**config.mk**
```make
export PLATFORM = sky130hd
export DESIGN_NAME = al_memwr_sched_flat
export DESIGN_NICKNAME = d
export VERILOG_FILES = /design/src/rtl/al_dma_pkg.sv /design/src/rtl/al_memwr_sched_if.sv /design/src/rtl/al_memwr_chunk_calc.sv /design/src/rtl/al_memwr_sched.sv /design/src/flat_wrapper.sv
export SDC_FILE = /design/constraint.sdc
export NUM_CORES = 1
export LEC_CHECK = 0
export CAP_MARGIN = 0
export CORE_AREA = 2 2 150 152
export CTS_CLUSTER_DIAMETER = 50
export DETAILED_ROUTE_END_ITERATION = 7
export DIE_AREA = 0 0 152 154
export MAX_ROUTING_LAYER = met4
export PLACE_DENSITY = 0.8
export SLEW_MARGIN = 0
export SYNTH_ARGS = -nofsm -noshare
export SYNTH_HDL_FRONTEND = slang
export SYNTH_SLANG_ARGS = --single-unit
```
**constraint.sdc**
```tcl
create_clock -name clk -period 9.8 [get_ports clk]
set_input_delay 0.98 -clock clk [delete_from_list [all_inputs] [get_ports clk]]
set_output_delay 0.98 -clock clk [all_outputs]
set_load 0.01 [all_outputs]
```
**src/rtl/al_dma_pkg.sv**
```systemverilog
// Shared DMA definitions: PCIe MPS encodings, 4 KB boundary width and the
// MPS-to-beats helper used by the write schedulers.
package al_dma_pkg;

  localparam logic [2:0] MPS_128  = 3'd0;
  localparam logic [2:0] MPS_256  = 3'd1;
  localparam logic [2:0] MPS_512  = 3'd2;
  localparam logic [2:0] MPS_1024 = 3'd3;
  localparam logic [2:0] MPS_2048 = 3'd4;
  localparam logic [2:0] MPS_4096 = 3'd5;

  localparam int BOUNDARY_4K_BITS = 12;
  localparam int MPS_BEAT_W       = 13;

  // Encodings 6/7 are reserved by PCIe; they saturate to 4096 B.
  function automatic logic [MPS_BEAT_W-1:0] mps_beats(input logic [2:0] mps,
                                                      input int data_bits);
    logic [2:0]            m;
    logic [MPS_BEAT_W-1:0] bytes;
    m     = (mps > MPS_4096) ? MPS_4096 : mps;
    bytes = MPS_BEAT_W'(128) << m;
    return bytes >> data_bits;
  endfunction

endpackage

```
**src/rtl/al_memwr_sched_if.sv**
```systemverilog
// MemWr transfer-queue bus: burst request channel plus the engine's
// data-move confirmation stream.
interface al_memwr_sched_if #(
  parameter int LOCAL_ADDR_WIDTH  = 17,
  parameter int REMOTE_ADDR_WIDTH = 32,
  parameter int DATA_BITS         = 4,
  parameter int REQUEST_LEN_BITS  = 6,
  parameter int CH_BITS           = 1
);
  logic                                   m_tcq_valid;
  logic                                   m_tcq_ready;
  logic [LOCAL_ADDR_WIDTH-DATA_BITS-1:0]  m_tcq_laddr;
  logic [REMOTE_ADDR_WIDTH-DATA_BITS-1:0] m_tcq_raddr;
  logic [REQUEST_LEN_BITS-1:0]            m_tcq_length;
  logic [CH_BITS-1:0]                     m_tcq_tag;
  logic                                   m_tcq_cvalid;
  logic                                   m_tcq_cready;
  logic [CH_BITS-1:0]                     m_tcq_ctag;

  modport master (
    output m_tcq_valid, m_tcq_laddr, m_tcq_raddr, m_tcq_length, m_tcq_tag, m_tcq_cready,
    input  m_tcq_ready, m_tcq_cvalid, m_tcq_ctag
  );

  modport slave (
    input  m_tcq_valid, m_tcq_laddr, m_tcq_raddr, m_tcq_length, m_tcq_tag, m_tcq_cready,
    output m_tcq_ready, m_tcq_cvalid, m_tcq_ctag
  );
endinterface

```
**src/rtl/al_memwr_chunk_calc.sv**
```systemverilog
// Burst sizing for one channel: min(remaining, MPS, distance to 4 KB, max
// engine length), all terms widened so none is truncated before comparison.
module al_memwr_chunk_calc
  import al_dma_pkg::*;
#(
  parameter int DATA_BITS        = 4,
  parameter int REQUEST_LEN_BITS = 6,
  parameter int DESC_LEN_BITS    = 16
) (
  input  logic [2:0]                              cfg_max_payload,
  input  logic [DESC_LEN_BITS:0]                  remain,
  input  logic [BOUNDARY_4K_BITS-DATA_BITS-1:0]   raddr_lo,
  output logic [REQUEST_LEN_BITS:0]               beats,
  output logic [REQUEST_LEN_BITS-1:0]             length
);
  localparam int BW = BOUNDARY_4K_BITS - DATA_BITS;
  localparam int WA = (DESC_LEN_BITS + 1 > MPS_BEAT_W) ? DESC_LEN_BITS + 1 : MPS_BEAT_W;
  localparam int WB = (REQUEST_LEN_BITS + 1 > BW + 1) ? REQUEST_LEN_BITS + 1 : BW + 1;
  localparam int W  = (WA > WB) ? WA : WB;

  logic [W-1:0] t_rem, t_mps, t_bnd, t_max, m1, m2, mn;

  always_comb begin
    t_rem = W'(remain);
    t_mps = W'(mps_beats(cfg_max_payload, DATA_BITS));
    t_bnd = (W'(1) << BW) - W'(raddr_lo);
    t_max = W'(1) << REQUEST_LEN_BITS;
    m1    = (t_rem < t_mps) ? t_rem : t_mps;
    m2    = (t_bnd < t_max) ? t_bnd : t_max;
    mn    = (m1 < m2) ? m1 : m2;
  end

  // Only meaningful when remain != 0; the caller never grants otherwise.
  assign beats  = (REQUEST_LEN_BITS+1)'(mn);
  assign length = REQUEST_LEN_BITS'(mn - W'(1));

endmodule

```
**src/rtl/al_memwr_sched.sv**
```systemverilog
// Multi-channel MemWr burst scheduler: splits descriptors into MPS/4 KB-legal
// bursts, issues them round-robin and tracks per-channel confirmations.
module al_memwr_sched
  import al_dma_pkg::*;
#(
  parameter int LOCAL_ADDR_WIDTH  = 17,
  parameter int REMOTE_ADDR_WIDTH = 32,
  parameter int DATA_BITS         = 4,
  parameter int REQUEST_LEN_BITS  = 6,
  parameter int CH_BITS           = 1,
  parameter int DESC_LEN_BITS     = 16,
  parameter int MAX_OUTSTANDING   = 4,
  localparam int CHANNELS         = 1 << CH_BITS,
  localparam int LBW              = LOCAL_ADDR_WIDTH - DATA_BITS,
  localparam int RBW              = REMOTE_ADDR_WIDTH - DATA_BITS
) (
  input  logic                             clk,
  input  logic                             rst,
  input  logic [2:0]                       cfg_max_payload,
  input  logic [CHANNELS-1:0]              s_desc_valid,
  output logic [CHANNELS-1:0]              s_desc_ready,
  input  logic [CHANNELS*LBW-1:0]          s_desc_laddr,
  input  logic [CHANNELS*RBW-1:0]          s_desc_raddr,
  input  logic [CHANNELS*DESC_LEN_BITS-1:0] s_desc_len,
  output logic [CHANNELS-1:0]              desc_done,
  al_memwr_sched_if.master                 tcq,
  output logic                             err_spurious
);
  localparam int BW = BOUNDARY_4K_BITS - DATA_BITS;
  localparam int RW = DESC_LEN_BITS + 1;
  localparam int NW = REQUEST_LEN_BITS + 1;

  localparam logic [0:0] ST_IDLE  = 1'b0;
  localparam logic [0:0] ST_ISSUE = 1'b1;

  logic [CHANNELS-1:0]          active_q, active_d;
  logic [CHANNELS-1:0][LBW-1:0] laddr_q, laddr_d;
  logic [CHANNELS-1:0][RBW-1:0] raddr_q, raddr_d;
  logic [CHANNELS-1:0][RW-1:0]  remain_q, remain_d;
  logic [CHANNELS-1:0][3:0]     outst_q, outst_d;
  logic                         err_q, err_d;

  logic [0:0]                   state_q, state_d;
  logic [CH_BITS-1:0]           rr_q, rr_d;
  logic                         vld_q, vld_d;
  logic [LBW-1:0]               tl_q, tl_d;
  logic [RBW-1:0]               tr_q, tr_d;
  logic [REQUEST_LEN_BITS-1:0]  tlen_q, tlen_d;
  logic [CH_BITS-1:0]           ttag_q, ttag_d;
  logic [NW-1:0]                n_q, n_d;

  logic [CHANNELS-1:0]          elig, done;
  logic                         found;
  logic [CH_BITS-1:0]           grant;
  logic [NW-1:0]                n_calc;
  logic [REQUEST_LEN_BITS-1:0]  len_calc;
  logic                         tcq_hs;

  always_comb begin
    for (int c = 0; c < CHANNELS; c++) begin
      elig[c] = active_q[c] && (remain_q[c] != '0) && (outst_q[c] < 4'(MAX_OUTSTANDING));
      done[c] = active_q[c] && (remain_q[c] == '0) && (outst_q[c] == '0);
    end
  end

  // Round-robin search starting at rr_q; first eligible channel wins.
  always_comb begin
    logic [CH_BITS-1:0] idx;
    found = 1'b0;
    grant = rr_q;
    idx   = rr_q;
    for (int i = 0; i < CHANNELS; i++) begin
      idx = rr_q + CH_BITS'(i);
      if (!found && elig[idx]) begin
        found = 1'b1;
        grant = idx;
      end
    end
  end

  al_memwr_chunk_calc #(
    .DATA_BITS        (DATA_BITS),
    .REQUEST_LEN_BITS (REQUEST_LEN_BITS),
    .DESC_LEN_BITS    (DESC_LEN_BITS)
  ) u_chunk (
    .cfg_max_payload (cfg_max_payload),
    .remain          (remain_q[grant]),
    .raddr_lo        (raddr_q[grant][BW-1:0]),
    .beats           (n_calc),
    .length          (len_calc)
  );

  assign tcq_hs = (state_q == ST_ISSUE) && tcq.m_tcq_ready;

  always_comb begin
    state_d = state_q;
    rr_d    = rr_q;
    vld_d   = vld_q;
    tl_d    = tl_q;
    tr_d    = tr_q;
    tlen_d  = tlen_q;
    ttag_d  = ttag_q;
    n_d     = n_q;
    case (state_q)
      ST_IDLE: begin
        if (found) begin
          state_d = ST_ISSUE;
          vld_d   = 1'b1;
          tl_d    = laddr_q[grant];
          tr_d    = raddr_q[grant];
          tlen_d  = len_calc;
          ttag_d  = grant;
          n_d     = n_calc;
        end
      end
      default: begin
        if (tcq.m_tcq_ready) begin
          state_d = ST_IDLE;
          vld_d   = 1'b0;
          rr_d    = ttag_q + CH_BITS'(1);
        end
      end
    endcase
  end

  always_comb begin
    logic iss, cfm;
    active_d = active_q;
    laddr_d  = laddr_q;
    raddr_d  = raddr_q;
    remain_d = remain_q;
    outst_d  = outst_q;
    err_d    = err_q;
    iss      = 1'b0;
    cfm      = 1'b0;
    for (int c = 0; c < CHANNELS; c++) begin
      iss = tcq_hs && (ttag_q == CH_BITS'(c));
      cfm = tcq.m_tcq_cvalid && (tcq.m_tcq_ctag == CH_BITS'(c));
      if (done[c]) begin
        active_d[c] = 1'b0;
      end else if (s_desc_valid[c] && !active_q[c]) begin
        active_d[c] = 1'b1;
        laddr_d[c]  = s_desc_laddr[c*LBW +: LBW];
        raddr_d[c]  = s_desc_raddr[c*RBW +: RBW];
        remain_d[c] = RW'(s_desc_len[c*DESC_LEN_BITS +: DESC_LEN_BITS]) + RW'(1);
      end
      if (iss) begin
        laddr_d[c]  = laddr_q[c] + LBW'(n_q);
        raddr_d[c]  = raddr_q[c] + RBW'(n_q);
        remain_d[c] = remain_q[c] - RW'(n_q);
      end
      // A confirmation racing an issue on the same channel cancels out.
      if (iss && !cfm) begin
        outst_d[c] = outst_q[c] + 4'd1;
      end else if (cfm && !iss) begin
        if (outst_q[c] == '0) err_d = 1'b1;
        else                  outst_d[c] = outst_q[c] - 4'd1;
      end
    end
  end

  always_ff @(posedge clk) begin
    if (rst) begin
      active_q <= '0;
      laddr_q  <= '0;
      raddr_q  <= '0;
      remain_q <= '0;
      outst_q  <= '0;
      err_q    <= 1'b0;
      state_q  <= ST_IDLE;
      rr_q     <= '0;
      vld_q    <= 1'b0;
      tl_q     <= '0;
      tr_q     <= '0;
      tlen_q   <= '0;
      ttag_q   <= '0;
      n_q      <= '0;
    end else begin
      active_q <= active_d;
      laddr_q  <= laddr_d;
      raddr_q  <= raddr_d;
      remain_q <= remain_d;
      outst_q  <= outst_d;
      err_q    <= err_d;
      state_q  <= state_d;
      rr_q     <= rr_d;
      vld_q    <= vld_d;
      tl_q     <= tl_d;
      tr_q     <= tr_d;
      tlen_q   <= tlen_d;
      ttag_q   <= ttag_d;
      n_q      <= n_d;
    end
  end

  assign s_desc_ready      = ~active_q;
  assign desc_done         = done;
  assign err_spurious      = err_q;
  assign tcq.m_tcq_valid   = vld_q;
  assign tcq.m_tcq_laddr   = tl_q;
  assign tcq.m_tcq_raddr   = tr_q;
  assign tcq.m_tcq_length  = tlen_q;
  assign tcq.m_tcq_tag     = ttag_q;
  assign tcq.m_tcq_cready  = 1'b1;

endmodule

```
**src/flat_wrapper.sv**
```systemverilog
// flat-port wrapper written by rule: the top's interface ports become plain ports
module al_memwr_sched_flat import al_dma_pkg::*;
#(
  parameter int LOCAL_ADDR_WIDTH  = 17,
  parameter int REMOTE_ADDR_WIDTH = 32,
  parameter int DATA_BITS         = 4,
  parameter int REQUEST_LEN_BITS  = 6,
  parameter int CH_BITS           = 1,
  parameter int DESC_LEN_BITS     = 16,
  parameter int MAX_OUTSTANDING   = 4,
  localparam int CHANNELS         = 1 << CH_BITS,
  localparam int LBW              = LOCAL_ADDR_WIDTH - DATA_BITS,
  localparam int RBW              = REMOTE_ADDR_WIDTH - DATA_BITS
)
  (clk, rst, cfg_max_payload, s_desc_valid, s_desc_ready, s_desc_laddr, s_desc_raddr, s_desc_len, desc_done, err_spurious, tcq_m_tcq_valid, tcq_m_tcq_laddr, tcq_m_tcq_raddr, tcq_m_tcq_length, tcq_m_tcq_tag, tcq_m_tcq_cready, tcq_m_tcq_ready, tcq_m_tcq_cvalid, tcq_m_tcq_ctag);
  al_memwr_sched_if #(.LOCAL_ADDR_WIDTH(LOCAL_ADDR_WIDTH), .REMOTE_ADDR_WIDTH(REMOTE_ADDR_WIDTH), .DATA_BITS(DATA_BITS), .REQUEST_LEN_BITS(REQUEST_LEN_BITS), .CH_BITS(CH_BITS)) tcq_i ();
  input  logic clk;
  input  logic rst;
  input  logic [2:0] cfg_max_payload;
  input  logic [CHANNELS-1:0] s_desc_valid;
  output logic [CHANNELS-1:0] s_desc_ready;
  input  logic [CHANNELS*LBW-1:0] s_desc_laddr;
  input  logic [CHANNELS*RBW-1:0] s_desc_raddr;
  input  logic [CHANNELS*DESC_LEN_BITS-1:0] s_desc_len;
  output logic [CHANNELS-1:0] desc_done;
  output logic err_spurious;
  output wire logic [$bits(tcq_i.m_tcq_valid)-1:0] tcq_m_tcq_valid;
  output wire logic [$bits(tcq_i.m_tcq_laddr)-1:0] tcq_m_tcq_laddr;
  output wire logic [$bits(tcq_i.m_tcq_raddr)-1:0] tcq_m_tcq_raddr;
  output wire logic [$bits(tcq_i.m_tcq_length)-1:0] tcq_m_tcq_length;
  output wire logic [$bits(tcq_i.m_tcq_tag)-1:0] tcq_m_tcq_tag;
  output wire logic [$bits(tcq_i.m_tcq_cready)-1:0] tcq_m_tcq_cready;
  input wire logic [$bits(tcq_i.m_tcq_ready)-1:0] tcq_m_tcq_ready;
  input wire logic [$bits(tcq_i.m_tcq_cvalid)-1:0] tcq_m_tcq_cvalid;
  input wire logic [$bits(tcq_i.m_tcq_ctag)-1:0] tcq_m_tcq_ctag;
  assign tcq_m_tcq_valid = tcq_i.m_tcq_valid;
  assign tcq_m_tcq_laddr = tcq_i.m_tcq_laddr;
  assign tcq_m_tcq_raddr = tcq_i.m_tcq_raddr;
  assign tcq_m_tcq_length = tcq_i.m_tcq_length;
  assign tcq_m_tcq_tag = tcq_i.m_tcq_tag;
  assign tcq_m_tcq_cready = tcq_i.m_tcq_cready;
  assign tcq_i.m_tcq_ready = tcq_m_tcq_ready;
  assign tcq_i.m_tcq_cvalid = tcq_m_tcq_cvalid;
  assign tcq_i.m_tcq_ctag = tcq_m_tcq_ctag;
  al_memwr_sched #(.LOCAL_ADDR_WIDTH(LOCAL_ADDR_WIDTH), .REMOTE_ADDR_WIDTH(REMOTE_ADDR_WIDTH), .DATA_BITS(DATA_BITS), .REQUEST_LEN_BITS(REQUEST_LEN_BITS), .CH_BITS(CH_BITS), .DESC_LEN_BITS(DESC_LEN_BITS), .MAX_OUTSTANDING(MAX_OUTSTANDING)) u_core (.clk(clk), .rst(rst), .cfg_max_payload(cfg_max_payload), .s_desc_valid(s_desc_valid), .s_desc_ready(s_desc_ready), .s_desc_laddr(s_desc_laddr), .s_desc_raddr(s_desc_raddr), .s_desc_len(s_desc_len), .desc_done(desc_done), .tcq(tcq_i), .err_spurious(err_spurious));
endmodule
```
* Word level (Yosys, flattened, before mapping)
Index checks and enable logic that the tools add are counted.
** Cells by class
- Add/subtract/negate cells :: 16
- Magnitude comparators :: 9
- Equal/unequal tests :: 5
- Shift-type cells :: 1
- Mux-type cells :: 53
- Bitwise gates (word level) :: 4
- Reductions and logical operators :: 47
** Operators with widths (number)
- 28-bit 2-to-1 mux :: 8
- 17-bit 2-to-1 mux :: 10
- 13-bit 2-to-1 mux :: 8
- 28-bit by 7-bit adder with 28-bit output :: 2
- 16-bit by 1-bit adder with 17-bit output, second input constant :: 2
- 17-bit logical NOT :: 2
- 17-bit nonzero test :: 2
- 17-bit by 7-bit subtractor with 17-bit output :: 2
- 13-bit by 7-bit adder with 13-bit output :: 2
- 4-bit 2-to-1 mux :: 6
- 1-bit logical AND :: 20
- 1-bit 2-to-1 mux :: 19
- 17-bit < comparator :: 1
- 17-bit by 7-bit < comparator with 1-bit output, second input constant :: 1
- 17-bit by 9-bit < comparator with 1-bit output :: 1
- 2-bit AND reduction :: 7
- 8-bit by 3-bit left shift with 13-bit output, first input constant :: 1
- 2-bit nonzero test :: 5
- 9-bit by 8-bit subtractor with 10-bit output, first input constant :: 1
- 4-bit by 1-bit adder with 4-bit output, second input constant :: 2
- 4-bit logical NOT :: 2
- 4-bit by 3-bit < comparator with 1-bit output, second input constant :: 2
- 4-bit by 1-bit subtractor with 4-bit output, second input constant :: 2
- 1-bit logical NOT :: 7
- 11 further kinds :: 20
** Word-level totals
- Register bits :: 185

* Longest topological paths before layout
Gate-level depths: netlist of the first run.
- Word-level depth :: 17
- Mapped depth :: 31
- Depth with buffers taken out :: 28

* Cells and area by module
A second synthesis of the first run with hierarchy kept.
** Unflattened totals
- Cells, all modules :: 1622
- Area total of the unflattened synthesis :: 12708.4 sq um
** By module, submodules not included
- al_memwr_sched :: times used 1, cells each 1487, area each 11821.3 sq um, sequential area each 3703.6 sq um
- al_memwr_chunk_calc :: times used 1, cells each 135, area each 887.1 sq um, sequential area each 0.0 sq um

* Worst setup path after synthesis of the first run
OpenSTA, ideal clock, no wires.
- Path type :: reg2reg
- Start :: register u_core.remain_q[12] (netlist bit)
- End :: register u_core.tlen_q[4], in the netlist u_core.tcq.m_tcq_length[4]
- Arrival time :: 6957 ps
- Data required time :: 9716 ps
- Path slack :: 2759 ps
- Cell stages (with the launch flop) :: 30
- Period minus slack after synthesis :: 7041 ps
- Path through :: dfxtp_1 > or4_1 > or4_4 > o311ai_4 > maj3_2 > buf_6 > buf_4 > buf_1 > buf_1 > mux2_2 > ha_1 > a21oi_1 > o21a_1 > nor2b_1 > clkbuf_1 > nor2b_1 > ha_1 > a21o_1 > a21o_1 > a21oi_1 > o21a_1 > o21ai_0 > a31o_1 > nor2_1 > a21oi_4 > nor2b_1 > a31oi_1 > ha_1 > and4_1 > o31ai_2
** Between the ends
- Cells in the longest elaborated chain, start to end :: 17
- Elaborated cells on any way between the ends :: 25
- Classes of those cells :: 2 x add/sub; 3 x order compare; 14 x mux; 6 x reduce/logical
** Ends and longest elaborated chain
- from (decl) :: line al_memwr_sched.sv:39 : logic [CHANNELS-1:0][RW-1:0] remain_q, remain_d;
- from (signal assigned) :: line al_memwr_sched.sv:182 : remain_q <= remain_d;
- 17-bit nonzero test :: line al_memwr_sched.sv:61 : elig[c] = active_q[c] && (remain_q[c] != '0) && (outst_q[c] < 4'(MAX_OUTSTANDING));
- 1-bit logical AND (2 in series) :: line al_memwr_sched.sv:61
- 1-bit 2-to-1 mux (not written as such) (2 in series) :: line al_memwr_sched.sv:74 : if (!found && elig[idx]) begin
- 1-bit 2-to-1 mux :: line al_memwr_sched.sv:74
- 1-bit logical NOT :: line al_memwr_sched.sv:74
- 1-bit logical AND :: line al_memwr_sched.sv:74
- 1-bit 2-to-1 mux :: line al_memwr_sched.sv:74
- 28-bit 2-to-1 mux (not written as such) (2 in series) :: line al_memwr_sched.sv:88 : .raddr_lo (raddr_q[grant][BW-1:0]),
- 9-bit by 8-bit subtractor with 10-bit output :: line al_memwr_chunk_calc.sv:26 : t_bnd = (W'(1) << BW) - W'(raddr_lo);
- 17-bit by 7-bit < comparator with 1-bit output :: line al_memwr_chunk_calc.sv:29 : m2 = (t_bnd < t_max) ? t_bnd : t_max;
- 17-bit 2-to-1 mux :: line al_memwr_chunk_calc.sv:29
- 17-bit < comparator :: line al_memwr_chunk_calc.sv:30 : mn = (m1 < m2) ? m1 : m2;
- 7-bit 2-to-1 mux :: line al_memwr_chunk_calc.sv:30
- 6-bit by 1-bit subtractor with 6-bit output :: line al_memwr_chunk_calc.sv:35 : assign length = REQUEST_LEN_BITS'(mn - W'(1));
- to (signal assigned) :: line al_memwr_sched.sv:190 : tlen_q <= tlen_d;
- to (decl) :: line al_memwr_sched.sv:48 : logic [REQUEST_LEN_BITS-1:0] tlen_q, tlen_d;
Several ways; a longest one is shown, not always the timed one. The select of a mux whose other input is x is not followed.
A chain may end at the register's enable or synchronous reset.

* Final worst setup path of the first run
Same ends and word-level chain as after synthesis.

==> impl_metrics.py, run 1 <==
metrics = {
    "clocking": {
        "clockBufferDepth": 2,
        "clk_pin_slew_ns": 0.08,
        "cts_resized": 0,
        "hold_buffers": 0,
        "cts_root_buf": "clkbuf_16",
        "cts_tree": "yes",
        "cts_buffers": 17,
        "clock_sinks": 185,
        "cts_setup_buffers": 0,
        "cts_max_level": 4,
        "clkLatencyLatePin_ns": 0.45,
    },
    "die": {
        "die_x_um": 152,
        "ios": 179,
        "die-area_um2": 23400,
        "core-area_um2": 21700,
        "floorplan.initialDensity": 0.542,
        "die_h_um": 154,
        "row_count": 54,
    },
    "power": {
        "pwr_density_cell_nw_per_um2": 194,
        "power_leakage_uw": 0.00556,
        "ir_drop_mv": 0.144,
    },
    "sta": {
        "hold_viol_final": 0,
        "holdWs_ns": 0.466,
        "relSlewSlack": 0.280,
        "setup_slack_ns": 2.08,
        "finalClockSkew_ns": 0.0166,
        "fin_crit_ns": 7.72,
        "finalSetupTns_ns": 0,
        "setup_viol": 0,
        "rsz0062_at_grt": "false",
        "tightest_slew_ns": 1.08,
        "drv_slew": 0,
        "max_freq_mhz": 129,
        "finalCritPeriodShare": 0.788,
    },
    "synthesis": {
        "yosysTopAreaCell": "dfxtp_1",
        "synth_compound_area_frac": 0.219,
        "yosysWarnings": 0,
        "synthSimpleGateAreaFrac": 0.204,
        "syn_area_um2": 11700,
        "synth-edff-count": 0,
        "ys.flop_type": "dfxtp_1",
        "yosys-top-cells-area": "dfxtp_1 32%, ha_1 7.2%, nor2_1 7.2%, a211oi_1 7.0%, mux2i_1 6.7%",
        "synthXorXnorAreaFrac": 0.0462,
        "synth_common_cells": "225 x nor2_1, 185 x dfxtp_1, 110 x a211oi_1",
        "synth_top_area_frac": 0.315,
        "synth-seq-cells": 185,
        "synth_mux_area_frac": 0.0800,
        "synthCells": 1455,
        "yosys.area_share.adder": 0.0870,
        "synth_cell_type_count": 69,
        "async_flop_share": 0,
        "synth_area_per_cell_um2": 8.07,
        "synth_top_family_by_area": "compound AO/OA/AOI/OAI gates",
        "yosysSeqAreaShare": 0.315,
        "yosysMostFrequentCell": "nor2_1",
    },
    "layout": {
        "drive_gt1_frac": 0.0469,
        "area_growth_pct": 21.7,
        "nNetsFinal": 1785,
        "diodes": 0,
        "fill_cells": 1810,
    },
    "detailed_routing": {
        "drt_wl_total_mm": 33.4,
        "vias": 11350,
        "vias_per_cell": 6.04,
        "drc_errors": 0,
        "routedWlPerCell_um": 17.8,
        "ant_nets": 0,
        "first_iter_violations": 740,
        "dr.pass1.iters": 5,
    },
    "global_route": {
        "overflow": 0,
        "grt_pass1_vias": 10836,
        "antenna_found_initial": 0,
        "grt_pass1_wl_mm": 54.2,
        "grt_max_degree": 91,
        "track_usage": 0.289,
    },
    "status": {
        "outcome": "completed",
    },
    "critical_path": {
        "cp_data_arrival_time_ns": 8.05,
        "crit_required_ns": 10.12,
        "critPathKind": "reg2reg",
        "r2r_slack_ns": 2.08,
        "critPathMaxFanout": 35,
        "startpoint_type": "flop",
        "crit_path_end_kind": "flop",
    },
    "placed_design": {
        "hpwlAfterDp_mm": 24.7,
        "port_buffers": 177,
        "place_ws_ns": 2.12,
        "place.gp.congestion": 0.910,
    },
    "worst_hold_path": {
        "hold_class": "reg2reg",
    },
    "flow_run": {
        "max_cap_viol_count": 0,
    },
}
registers in the layout (all words and copies together) (netlist names), 2 cells and up:
register,cells
u_core.raddr_q,56
u_core.tcq.m_tcq_length,6
u_core.tcq.m_tcq_laddr,13
u_core.outst_q,8
u_core.active_q,2
u_core.n_q,7
u_core.laddr_q,26
u_core.remain_q,34
u_core.tcq.m_tcq_raddr,28
layer usage:
layer / vias up / part of all wire / GRT usage
met5: - / 0 / -
met4: 0 / 0.029 / 0.106
met3: 71 / 0.072 / 0.0420
met2: 425 / 0.46 / 0.457
met1: 5324 / 0.44 / 0.378
li1: 5530 / - / -
path summary, 6_finish.rpt:
check                                             endpoint  cells past startpoint                 startpoint
worst min-delay path             u_core.tcq.m_tcq_raddr[6]                      2  u_core.tcq.m_tcq_raddr[6]
worst max-delay path            u_core.tcq.m_tcq_length[4]                     24        u_core.remain_q[12]
worst min register to register   u_core.tcq.m_tcq_raddr[6]                      2  u_core.tcq.m_tcq_raddr[6]
worst max register to register  u_core.tcq.m_tcq_length[4]                     24        u_core.remain_q[12]
power by group:
group / internal [uW] / switching, uW / total (uW)
Sequential: 868 / 115 / 982
Combinational: 488 / 588 / 1080
Clock: 350 / 365 / 715
layout by cell type, fill, tap and decap left out, drive strengths merged, types with 11 or more instances in the layout:
cell           Yosys  layout
a2111oi           17      17
a211oi           110     110
a21o              16      16
a21oi            100     100
a311oi            14      14
a31oi             12      12
and2              16      16
and3              29      29
buf               17      14
clkbuf            64      17
clkdlybuf4s50      0     176
dfxtp            185     185
ha                68      68
inv               64      70
mux2              11      11
mux2i             80      80
nand2            102     102
nand3             29      29
nand3b            11      11
nor2             225     225
nor2b             13      13
nor3              21      21
nor4              29      29
o211ai            14      14
o21ai             48      48
o21bai            15      15
xnor2             34      34
xor2              28      28
layout make-up:
cell class / count / area (um^2) / share of cell area
sequential: 185 / 3700 / 0.259
tap: 280 / 350 / 0.0245
timing repair buffer: 190 / 1870 / 0.131
clock inverter: 15 / 195 / 0.0137
multi-input combinational: 1126 / 7510 / 0.525
inverter: 65 / 244 / 0.0171
clock buffer: 17 / 425 / 0.0298
stage by stage:
| stage | util | std cells | instance area [um^2] | total power [uW] |
|---|---|---|---|---|
| after floorplan | - | 1457 | 11800 | 1700 |
| after CTS | 0.659 | 1878 | 14300 | 2770 |
| after global routing | 0.659 | 1878 | 14300 | 2940 |
| after global placement | 0.630 | 1846 | 13700 | 2040 |
| final | 0.659 | 1878 | 14300 | 2770 |
| after detailed placement | 0.630 | 1846 | 13700 | 2060 |
worst max-delay path: stages (launching register included):
cell and delay [ns]:
dfxtp_1 0.37, or4_1 0.58, or4_4 0.47, o311ai_4 0.40, maj3_4 0.60, buf_4 0.57
mux2_2 0.41, ha_1 0.31, a21oi_1 0.16, o21a_1 0.18, nor2b_1 0.66, o21ai_0 0.37
ha_1 0.39, a21o_1 0.11, a21oi_1 0.06, o21a_1 0.18, o21ai_0 0.23, a31o_1 0.24
nor2_1 0.14, a21oi_4 0.35, nor2b_1 0.08, a31oi_1 0.20, ha_1 0.23, and4_1 0.20
o31ai_2 0.06
cells by family after synthesis:
family                     Yosys count
AOI/OAI and AO/OA                  381
buffers and inverters              146
DFF                                185
and+or+nand+nor                    512
other                                1
xor gates and xnor gates            62
muxes                               91
adders and majority gates           77
Power figures use the tool's default switching activity.
==> inputs of run 2 (changes only) <==
CORE_AREA = 2 2 157 159   (was 2 2 150 152)
DIE_AREA = 0 0 159 161   (was 0 0 152 154)
PLACE_DENSITY = 0.77   (was 0.8)
clock period = 6.3 ns   (was 9.8 ns; I/O delays follow)
==> run 2 against run 1 <==
Sequential share of layout area fell by 0.59 points; critical path type unchanged; register-to-register slack got worse by 1.7 ns; critical path depth rose by 2; first-iteration DRC count fell by 1.8%; global-route usage fell by 1.7 points; highest routed layer unchanged; sequential power rose by 56%; worst hold slack improved by 0.011 ns; via count rose by 0.26%; count of clock-buffer cells in the layout did not move; clock power rose by 59%.
==> impl_metrics.py, run 2 (synthesized netlist as in run 1, its figures left out) <==
metrics = {
    "die": {
        "floorplan.initialDensity": 0.490,
        "core-area_um2": 24000,
        "ios": 179,
        "die_h_um": 161,
        "die_x_um": 159,
        "row_count": 57,
        "die-area_um2": 25600,
    },
    "worst_hold_path": {
        "hold_class": "reg2reg",
    },
    "critical_path": {
        "cp_slowest_stage_delay_ns": 0.53,
        "cp_top_family": "simple AND/OR/NAND/NOR gates",
        "critPathSlowestCell": "or4_4",
        "path_buf_inv": 6,
        "crit_path_end_kind": "flop",
        "critPathMaxFanout": 14,
        "startpoint_type": "flop",
        "critPathKind": "reg2reg",
        "crit_required_ns": 6.62,
        "cp_data_arrival_time_ns": 6.25,
    },
    "status": {
        "outcome": "completed",
    },
    "clocking": {
        "cts_root_buf": "clkbuf_16",
        "clock_sinks": 185,
        "cts_max_level": 4,
        "clkLatencyLatePin_ns": 0.44,
        "clk_pin_slew_ns": 0.08,
        "hold_buffers": 0,
        "clockBufferDepth": 2,
        "cts_buffers": 17,
        "cts_tree": "yes",
    },
    "global_route": {
        "antenna_found_initial": 0,
        "grt_pass1_vias": 10996,
        "track_usage": 0.272,
        "grt_pass1_wl_mm": 55.0,
        "overflow": 0,
        "grt_max_degree": 91,
    },
    "layout": {
        "regMostFlops": "u_core.raddr_q",
        "area_growth_pct": 24.5,
        "stdcell_area_um2": 14600,
        "diodes": 0,
        "final_common_cell": "nor2_1",
        "nNetsFinal": 1811,
        "utilization": 0.610,
        "drive_gt1_frac": 0.0708,
        "largest_reg_flops": 56,
        "layout_common_cells": "222 x nor2_1, 185 x dfxtp_1, 176 x clkdlybuf4s50_1",
    },
    "detailed_routing": {
        "drc_errors": 0,
        "routedWlPerCell_um": 17.6,
        "met2WireLength_mm": 16.6,
        "vias_per_cell": 5.84,
        "dr.pass1.iters": 5,
        "ant_nets": 0,
        "first_iter_violations": 727,
        "maxUsedRoutingLayer": "met4",
        "vias": 11379,
        "drt-met1-wl_mm": 14.9,
        "wl_met3_mm": 1.86,
        "drt_wl_total_mm": 34.3,
    },
    "placed_design": {
        "hpwlAfterDp_mm": 25.4,
        "port_buffers": 177,
        "place.gp.congestion": 0.914,
        "post_dp_cell_area_um2": 13900,
    },
    "sta": {
        "fin_crit_ns": 5.93,
        "finalClockSkew_ns": 0.0184,
        "finalCritPeriodShare": 0.942,
        "relSlewSlack": 0.293,
        "setup_viol": 0,
        "max_freq_mhz": 169,
        "tightest_slew_ns": 1.06,
        "drv_slew": 0,
        "hold_viol_final": 0,
    },
    "flow_run": {
        "max_cap_viol_count": 0,
    },
    "power": {
        "ir_drop_mv": 0.180,
        "power_leakage_uw": 0.00571,
        "pwr_density_cell_nw_per_um2": 303,
    },
}
==> run 2: cell count changes in the layout (fill, tap and decap cells not counted), sizes merged <==
cell,previous run,this run
buf,14,40
inv,70,74
clkinvlp,1,0
clkinv,9,6
==> run 2: area by class of cell <==
type	instances	area [um^2]
clock buffer	17	425
sequential	185	3700
fill	2149	9340
clock inverter	15	205
tap	324	405
multi-input combinational	1126	7570
inverter	65	244
timing repair buffer	216	2070
==> run 2: worst min-delay path, stage by stage, from the launching register on <==
cell	delay [ns]
dfxtp_1	0.32
nand2_1	0.06
a21oi_1	0.05
==> run 2: worst paths after layout <==
path                              from                         end  slack, ns  depth (start not counted)
max                u_core.remain_q[13]  u_core.tcq.m_tcq_length[4]       0.37                         26
min          u_core.tcq.m_tcq_raddr[6]   u_core.tcq.m_tcq_raddr[6]       0.48                          2
max reg2reg        u_core.remain_q[13]  u_core.tcq.m_tcq_length[4]       0.37                         26
min reg2reg  u_core.tcq.m_tcq_raddr[6]   u_core.tcq.m_tcq_raddr[6]       0.48                          2
==> run 2: power by group <==
group          internal [uW]  switching, uW  leakage, uW  total [uW]
clock network            556            587     0.000304        1140
logic                    819            940      0.00388        1760
registers               1350            176      0.00153        1530
total                   2730           1700      0.00571        4430
==> run 2: through the flow <==
stage | TNS, ns | total power (uW) | hold slack [ns] | setup slack [ns] | std cells
4_1_cts | 0 | 4390 | 0.467 | 0.0170 | 1942
6_report | 0 | 4430 | 0.476 | 0.368 | 1948
5_1_grt | -0.0267 | 4700 | 0.499 | -0.0140 | 1948
3_5_place_dp | 0 | 3250 | 0.455 | 0.0530 | 1910
3_3_place_gp | 0 | 3210 | 0.449 | 0.129 | 1910
2_1_floorplan | 0 | 2660 | 0.434 | 0.0156 | 1457
==> run 2: what timing repair did <==
| action | in CTS | in global routing |
|---|---|---|
| resized for setup | 0 | 18 |
| setup buffers | 0 | 6 |
| endpoints found under the setup margin | 0 | 10 |
==> run 2: routing by layer <==
layer	track usage	vias to the layer above
met4	0.0938	0
met2	0.463	331
met5	-	-
met1	0.330	5406
met3	0.0403	55
li1	-	5587
==> inputs of run 3 (changes only) <==
SLEW_MARGIN = 20   (was 0)
==> results of run 3 <==
No change in the layout: final DEF, timing and power equal those of run 2.
